**src/rtl/bp_piton_l15_ret_responder.sv**
```systemverilog
// Receive side of the BlackParrot/OpenPiton L1.5 bridge: pairs L1.5 returns with the pending
// request header and streams the returned data as 64-bit memory-response beats.
module bp_piton_l15_ret_responder #(
    parameter int unsigned paddr_width_p    = 40,
    parameter int unsigned l15_data_width_p = 256,
    parameter int unsigned beat_width_p     = 64,
    parameter int unsigned max_beats_p      = l15_data_width_p / beat_width_p
) (
    input  logic                        clk_i,
    input  logic                        rst_n_i,

    input  logic                        hdr_v_i,
    input  logic [paddr_width_p-1:0]    hdr_addr_i,
    input  logic [2:0]                  hdr_size_i,
    output logic                        hdr_yumi_o,

    input  logic                        l15_ret_val_i,
    input  logic [3:0]                  l15_ret_type_i,
    input  logic [l15_data_width_p-1:0] l15_ret_data_i,
    input  logic [paddr_width_p-1:0]    l15_ret_inv_addr_i,
    output logic                        l15_ret_yumi_o,

    output logic                        resp_v_o,
    input  logic                        resp_ready_and_i,
    output logic [paddr_width_p-1:0]    resp_addr_o,
    output logic [2:0]                  resp_size_o,
    output logic [beat_width_p-1:0]     resp_data_o,
    output logic                        resp_last_o,
    output logic                        resp_ack_only_o,

    output logic                        inv_v_o,
    output logic [paddr_width_p-1:0]    inv_addr_o,
    input  logic                        inv_ready_and_i,

    output logic                        err_o
);

    localparam int unsigned cnt_width_lp = (max_beats_p > 1) ? $clog2(max_beats_p) : 1;

    localparam logic [3:0] load_ret_lp  = 4'b0000;
    localparam logic [3:0] ifill_ret_lp = 4'b0001;
    localparam logic [3:0] inv_ret_lp   = 4'b0011;
    localparam logic [3:0] st_ack_lp    = 4'b0100;

    typedef enum logic [1:0] {e_idle, e_stream, e_inv} state_e;

    state_e                                      state_q, state_d;
    logic [cnt_width_lp-1:0]                     beat_q, last_idx_q, last_idx_d;
    logic [max_beats_p-1:0][beat_width_p-1:0]    data_q;
    logic [paddr_width_p-1:0]                    addr_q, inv_addr_q;
    logic [2:0]                                  size_q;
    logic [3:0]                                  type_q;
    logic                                        err_q, err_d;
    logic                                        capture, inv_capture;
    logic                                        is_data_ret, streaming, last_beat;
    logic                                        ack_only, single_load;
    logic [cnt_width_lp-1:0]                     lane;

    assign is_data_ret = (l15_ret_type_i == load_ret_lp) || (l15_ret_type_i == ifill_ret_lp)
                      || (l15_ret_type_i == st_ack_lp);

    always_comb begin
        if (l15_ret_type_i == ifill_ret_lp) begin
            last_idx_d = cnt_width_lp'(max_beats_p - 1);
        end else if ((l15_ret_type_i == load_ret_lp) && (hdr_size_i >= 3'd4)) begin
            // dcache fills are at most 128 bits, so loads top out at two beats
            last_idx_d = cnt_width_lp'(1);
        end else begin
            last_idx_d = '0;
        end
    end

    assign streaming = (state_q == e_stream);
    assign last_beat = (beat_q == last_idx_q);

    always_comb begin
        state_d        = state_q;
        capture        = 1'b0;
        inv_capture    = 1'b0;
        err_d          = 1'b0;
        l15_ret_yumi_o = 1'b0;
        hdr_yumi_o     = 1'b0;
        resp_v_o       = 1'b0;
        inv_v_o        = 1'b0;
        unique case (state_q)
            e_idle: begin
                if (l15_ret_val_i) begin
                    l15_ret_yumi_o = 1'b1;
                    if (is_data_ret) begin
                        if (hdr_v_i) begin
                            hdr_yumi_o = 1'b1;
                            capture    = 1'b1;
                            state_d    = e_stream;
                        end else begin
                            err_d = 1'b1;
                        end
                    end else if (l15_ret_type_i == inv_ret_lp) begin
                        inv_capture = 1'b1;
                        state_d     = e_inv;
                    end else begin
                        err_d = 1'b1;
                    end
                end
            end
            e_stream: begin
                resp_v_o = 1'b1;
                if (resp_ready_and_i && last_beat) begin
                    state_d = e_idle;
                end
            end
            e_inv: begin
                inv_v_o = 1'b1;
                if (inv_ready_and_i) begin
                    state_d = e_idle;
                end
            end
            default: state_d = e_idle;
        endcase
    end

    always_ff @(posedge clk_i or negedge rst_n_i) begin
        if (!rst_n_i) begin
            state_q <= e_idle;
            err_q   <= 1'b0;
        end else begin
            state_q <= state_d;
            err_q   <= err_d;
        end
    end

    always_ff @(posedge clk_i or negedge rst_n_i) begin
        if (!rst_n_i) begin
            beat_q     <= '0;
            last_idx_q <= '0;
            data_q     <= '0;
            addr_q     <= '0;
            size_q     <= '0;
            type_q     <= '0;
            inv_addr_q <= '0;
        end else begin
            if (capture) begin
                beat_q     <= '0;
                last_idx_q <= last_idx_d;
                data_q     <= l15_ret_data_i;
                addr_q     <= hdr_addr_i;
                size_q     <= hdr_size_i;
                type_q     <= l15_ret_type_i;
            end else if (streaming && resp_ready_and_i) begin
                beat_q <= last_beat ? '0 : beat_q + 1'b1;
            end
            if (inv_capture) begin
                inv_addr_q <= l15_ret_inv_addr_i;
            end
        end
    end

    assign ack_only    = (type_q == st_ack_lp);
    assign single_load = (type_q == load_ret_lp) && (last_idx_q == '0);
    // A single-beat load picks the 64-bit lane addressed within the 128-bit dcache line
    assign lane        = single_load ? cnt_width_lp'(addr_q[3]) : beat_q;

    assign resp_addr_o     = streaming ? addr_q + paddr_width_p'({beat_q, 3'b000}) : '0;
    assign resp_size_o     = streaming ? size_q : '0;
    assign resp_data_o     = (streaming && !ack_only) ? data_q[lane] : '0;
    assign resp_last_o     = streaming && last_beat;
    assign resp_ack_only_o = streaming && ack_only;
    assign inv_addr_o      = (state_q == e_inv) ? inv_addr_q : '0;
    assign err_o           = err_q;

endmodule
```
**config.mk**
```make
export PLATFORM = sky130hd
export DESIGN_NAME = bp_piton_l15_ret_responder
export DESIGN_NICKNAME = d
export VERILOG_FILES = /design/src/rtl/bp_piton_l15_ret_responder.sv
export SDC_FILE = /design/constraint.sdc
export NUM_CORES = 1
export LEC_CHECK = 0
export ABC_AREA = 1
export ABC_CLOCK_PERIOD_IN_PS = 2600
export CAP_MARGIN = 20
export CORE_AREA = 2 2 194 196
export DETAILED_ROUTE_END_ITERATION = 7
export DIE_AREA = 0 0 196 198
export GPL_TIMING_DRIVEN = 0
export MAX_ROUTING_LAYER = met4
export PLACE_DENSITY_LB_ADDON = 0.25
export SYNTH_ARGS = -nofsm -noshare
export SYNTH_HDL_FRONTEND = slang
export SYNTH_SLANG_ARGS = --single-unit
```
**constraint.sdc**
```tcl
create_clock -name clk_i -period 2.6 [get_ports clk_i]
set_input_delay 0.65 -clock clk_i [delete_from_list [all_inputs] [get_ports clk_i]]
set_output_delay 0.65 -clock clk_i [all_outputs]
set_load 0.05 [all_outputs]
```
== Word level (Yosys, flattened, before mapping) ==
Index checks and enable logic that the tools add are counted.
Word-level totals
  output and inout bits: 154
  input port bits: 349
  bits in registers: 350
  word-level logic and storage cells: 80
Operators by class
  equality and inequality tests: 12
  mux-type cells: 36
  $lt $le $gt $ge: 2
  $add $sub $neg: 2
  reduce and logical (&&, ||, !) cells: 16
Operator list (number)
  binary-select mux 64 bit (select 2 bit): 1
  2-to-1 mux 64 bit: 2
  2-to-1 mux 40 bit: 2
  adder 40 x 5 -> 40 bit: 1
  2-to-1 mux 2 bit: 11
  2-to-1 mux 1 bit: 18
  equality test 4 x 3 -> 1 bit, second input constant: 2
  zero test 4 bit: 2
  logical AND 1 bit: 7
  inequality test 3 bit, second input constant: 2
  case mux 2 bit (3 select lines): 1
  AND reduction 5 bit: 1
  equality test 4 x 1 -> 1 bit, second input constant: 1
  equality test 4 x 2 -> 1 bit, second input constant: 1
  zero test 2 bit: 2
  inequality test 2 bit, second input constant: 2
  >= comparator 3 bit, second input constant: 1
  less-than comparator 2 x 3 -> 1 bit, second input constant: 1
  2-to-1 mux 3 bit: 1
  adder 2 x 1 -> 2 bit, second input constant: 1
  equality test 2 x 1 -> 1 bit, second input constant: 1
  equality test 2 bit: 1
  equality test 2 bit, second input constant: 1
  logical OR 1 bit: 2
  other kinds (3): 3

== Logic depth before layout (Yosys ltp) ==
  depth after elaboration: 7
  mapped depth: 10
  gate-level depth less buffers: 10

== Worst setup path after synthesis ==
Ideal clock, no wire load.
  path kind: reg-to-output
  start: register beat_q[0]
  end: output resp_addr_o[5]
  stages on the path, launching flop included: 6
  data arrival time: 2.258 ns
  path slack: -0.308 ns
  required time: 1.950 ns
  path through: dfrtp_1 -> ha_1 -> fa_1 -> nand2_1 -> inv_1 -> nor3_1
Between the ends
  cells in the longest elaborated chain, start to end: 2
Ends and longest elaborated chain
  start: declaration: RTL line 48  | logic [cnt_width_lp-1:0] beat_q, last_idx_q, last_idx_d;
  start signal: assignment: RTL line 149  | beat_q <= last_beat ? '0 : beat_q + 1'b1;
  adder 40 x 5 -> 40 bit: RTL line 162  | assign resp_addr_o = streaming ? addr_q + paddr_width_p'({beat_q, 3'b000}) : '0;
  2-to-1 mux 40 bit: RTL line 162
  end: declaration: RTL line 25  | output logic [paddr_width_p-1:0] resp_addr_o,
Every way passes these cells.

== Final worst setup path ==
  start: register beat_q[0]
  end: output resp_addr_o[19]
The elaborated chain is that of the path after synthesis.

==> flow_summary.toml <==
[synth]
synth_area_leaders = "dfrtp_1, nand2_1, o21ai_0"
netlist_area_um2 = 17400
synth.net_count = 2694
yosys_warnings = 0
synth_top_cell_area_share_pct = 50.5
yosysSeqAreaShare_pct = 50.5
synth_flop_cell = "dfrtp_1"
synth.distinct_cells = 25
synth_compound_area_share_pct = 12.2
synth_edf_count = 0
synth-async-reset-ratio_pct = 100
yosys.area.top_type = "dfrtp_1"
synth_xor_area_share_pct = 0.404
synth_top_family_by_area = "simple AND/OR/NAND/NOR gates"
synthAdderAreaFrac_pct = 0.260
synthSimpleGateAreaFrac_pct = 24.9
synth.area.mux_share_pct = 0
ys_ff_latch = 350
syn_area_per_cell_um2 = 7.41
synthCells = 2342

[final_layout]
final_area_um2 = 28400
fin_cells = 3479
num-fill-cells = 2504
multi_input_area_um2 = 9180
mostFrequentLayoutCells = "nand2_1, inv_1, dfrtp_1"
drive_gt1_share_pct = 28.7
final_common_cell = "nand2_1"
sequential_cell_area_um2 = 8760
fin_nets = 3321
syn_to_final_growth_pct = 63.7

[worst_setup_path]
crit_path_max_fanout = 4
path_cells = "ha_4 > fa_2 > nand2_4 > nor2_4 > nand2_2 > nor2_4 > buf_4 > xor2_2 > nor2_4 > buf_6"
cpMostUsedCell = "nor2_4"
crit_family = "adder cells"
cpMaxStageDelayCell = "dfrtp_2"
cp-start-kind = "flip-flop"
end_kind = "output pin"
cp.buffers_inverters = 2
slowest_delay_ns = 0.43
reg2reg_from = "state_q[0]"
critPathKind = "reg2out"
arrival_ns = 2.48
cp_data_required_time_ns = 1.95
startpoint = "beat_q[0]"

[place]
placed_area_um2 = 23400
dp.cells = 3321
preCtsSetupSlack_ns = -1.40
portBuffers = 502
dpl.hpwl_um = 46900
globalplace.congestion = 0.932

[detailed_routing]
vias = 19100
drt_iter0_drc = 1346
drt-pass1-iter-count = 7
final_antenna_net_count = 0
routedWlPerCell_um = 20.9
drc_errors = 0
vias_per_cell = 5.50
drt_wl_total_um = 72600

[global_route]
use_met3_pct = 6.86
overflow = 0
grt_max_degree = 107
met1_usage_pct = 44.3
grtUsageTotal_pct = 35.8
gr-max-usage-layer = "met2"
gr-usage-met2_pct = 57.2
grt_pass1_wl_um = 104000
grt_pass1_vias = 18700
grt_antenna_before_repair = 9

[worst_hold_path]
hp-class = "in2async"

[pwr]
p_leak_nw = 13.4
p_per_area_nw_per_um2 = 1010
irDropWorstVdd_mv = 0.588
power_mw = 28.8

[floorplan]
dieArea_um2 = 38800
start_util_pct = 47.0
core-area_um2 = 37000
boundaryPins = 503
die_x_um = 196
rows = 71
fp.dieH_um = 198

[timing]
max_freq_mhz = 320
worst_pin_slew_ns = 0.603
fin_crit_sh_pct = 120
drv_slew = 0
slew_headroom_pct = 59.8
setup_viol = 100
rsz0062_at_grt = "yes"
period_needed_ns = 3.13
clock_skew_ns = 0.0129
hold_viol = 0
layout_setup_ws_ns = -0.529

[clocking]
cts_sinks = 350
cts_buffer_depth = 3
postCtsHoldBufs = 0
clk-insertion-delay-late_ns = 0.55
h-tree-depth = 2
cts_tree = "built"
path_clk_slew_ns = 0.06
clock-root-buffer = "clkbuf_16"
numCtsBuffers = 40

[run_status]
violations = "setup timing"
status = "finished with violations"

[run]
cap_violations = 0
[worst paths after layout]
check	to	slack, ns	depth (start not counted)
max	resp_addr_o[19]	-0.53	10
min	data_q[141]	0.05	1
max reg2reg	data_q[39]	0.47	6
min reg2reg	inv_addr_q[18]	0.51	2
max in group asynchronous	data_q[110]	1.25	3
min in group clk_i	inv_addr_q[18]	0.51	2
[registers in the layout (all words and copies together), names as in the netlist]
name,count
data_q,256
addr_q,40
state_q,2
type_q,4
size_q,3
beat_q,2
last_idx_q,2
inv_addr_q,40
err_o,1
[layer usage]
layer | share of wire [%] | vias up
li1 | - | 8560
met1 | 38 | 9302
met2 | 48 | 1025
met3 | 7.9 | 247
met4 | 5.4 | 0
met5 | 0 | -
[report_power, final]
group / switching [mW] / total [mW] / internal, mW
clock network: 2.34 / 5.77 / 3.43
logic: 9.13 / 15.2 / 6.02
registers: 0.732 / 7.91 / 7.17
[per-stage QoR]
stage	hold slack [ns]	setup TNS [ns]	utilization (%)
after floorplan	0.354	-0.303	-
after global placement	0.482	-5117.32	63.1
after detailed placement	0.502	-130.32	63.3
after CTS	0.0770	-38.35	73.4
after global routing	0.0979	-46.81	76.9
final	0.0498	-39.92	76.9
[repair_timing]
| item | 4_1_cts | 5_1_grt |
|---|---|---|
| resized for setup | 1336 | 376 |
| endpoints found under the setup margin | 152 | 137 |
| buffers inserted | 43 | 26 |
| pin swaps | 103 | 132 |
| cloned | 19 | 7 |
[cells by family after synthesis]
group           Yosys count
compound gates          422
buf+inv                 493
simple gates           1066
flops                   350
xor+xnor                  8
fa+ha+maj                 3
[area by class of cell]
class	instances	area share [%]
multi-input cells	1501	32.3
flip-flops and latches	350	30.8
inverters	357	4.73
repair buffers	587	21.4
well taps	474	2.09
plain buffers	132	3.87
diodes	9	0.0793
clock buffers	60	4.29
clock inverters	9	0.374
[worst reg2reg max path, cell delays in order (launching register included)]
cell and delay (ns):
dfrtp_1 0.41, nor2_1 0.10, nand2_1 0.10, nor2_4 0.17, buf_2 0.46, clkbuf_1 0.52, o21ai_0 0.22
[cells in the mapped netlist (7+ instances only)]
library cell,count
nor3_1,7
buf_2,62
nor2_1,190
o21ai_0,303
nand3_1,212
a21oi_1,117
dfrtp_1,350
nand4_1,9
buf_6,13
buf_1,10
clkbuf_1,46
nand2_1,642
inv_1,356
(Power assumes the default switching activity.)
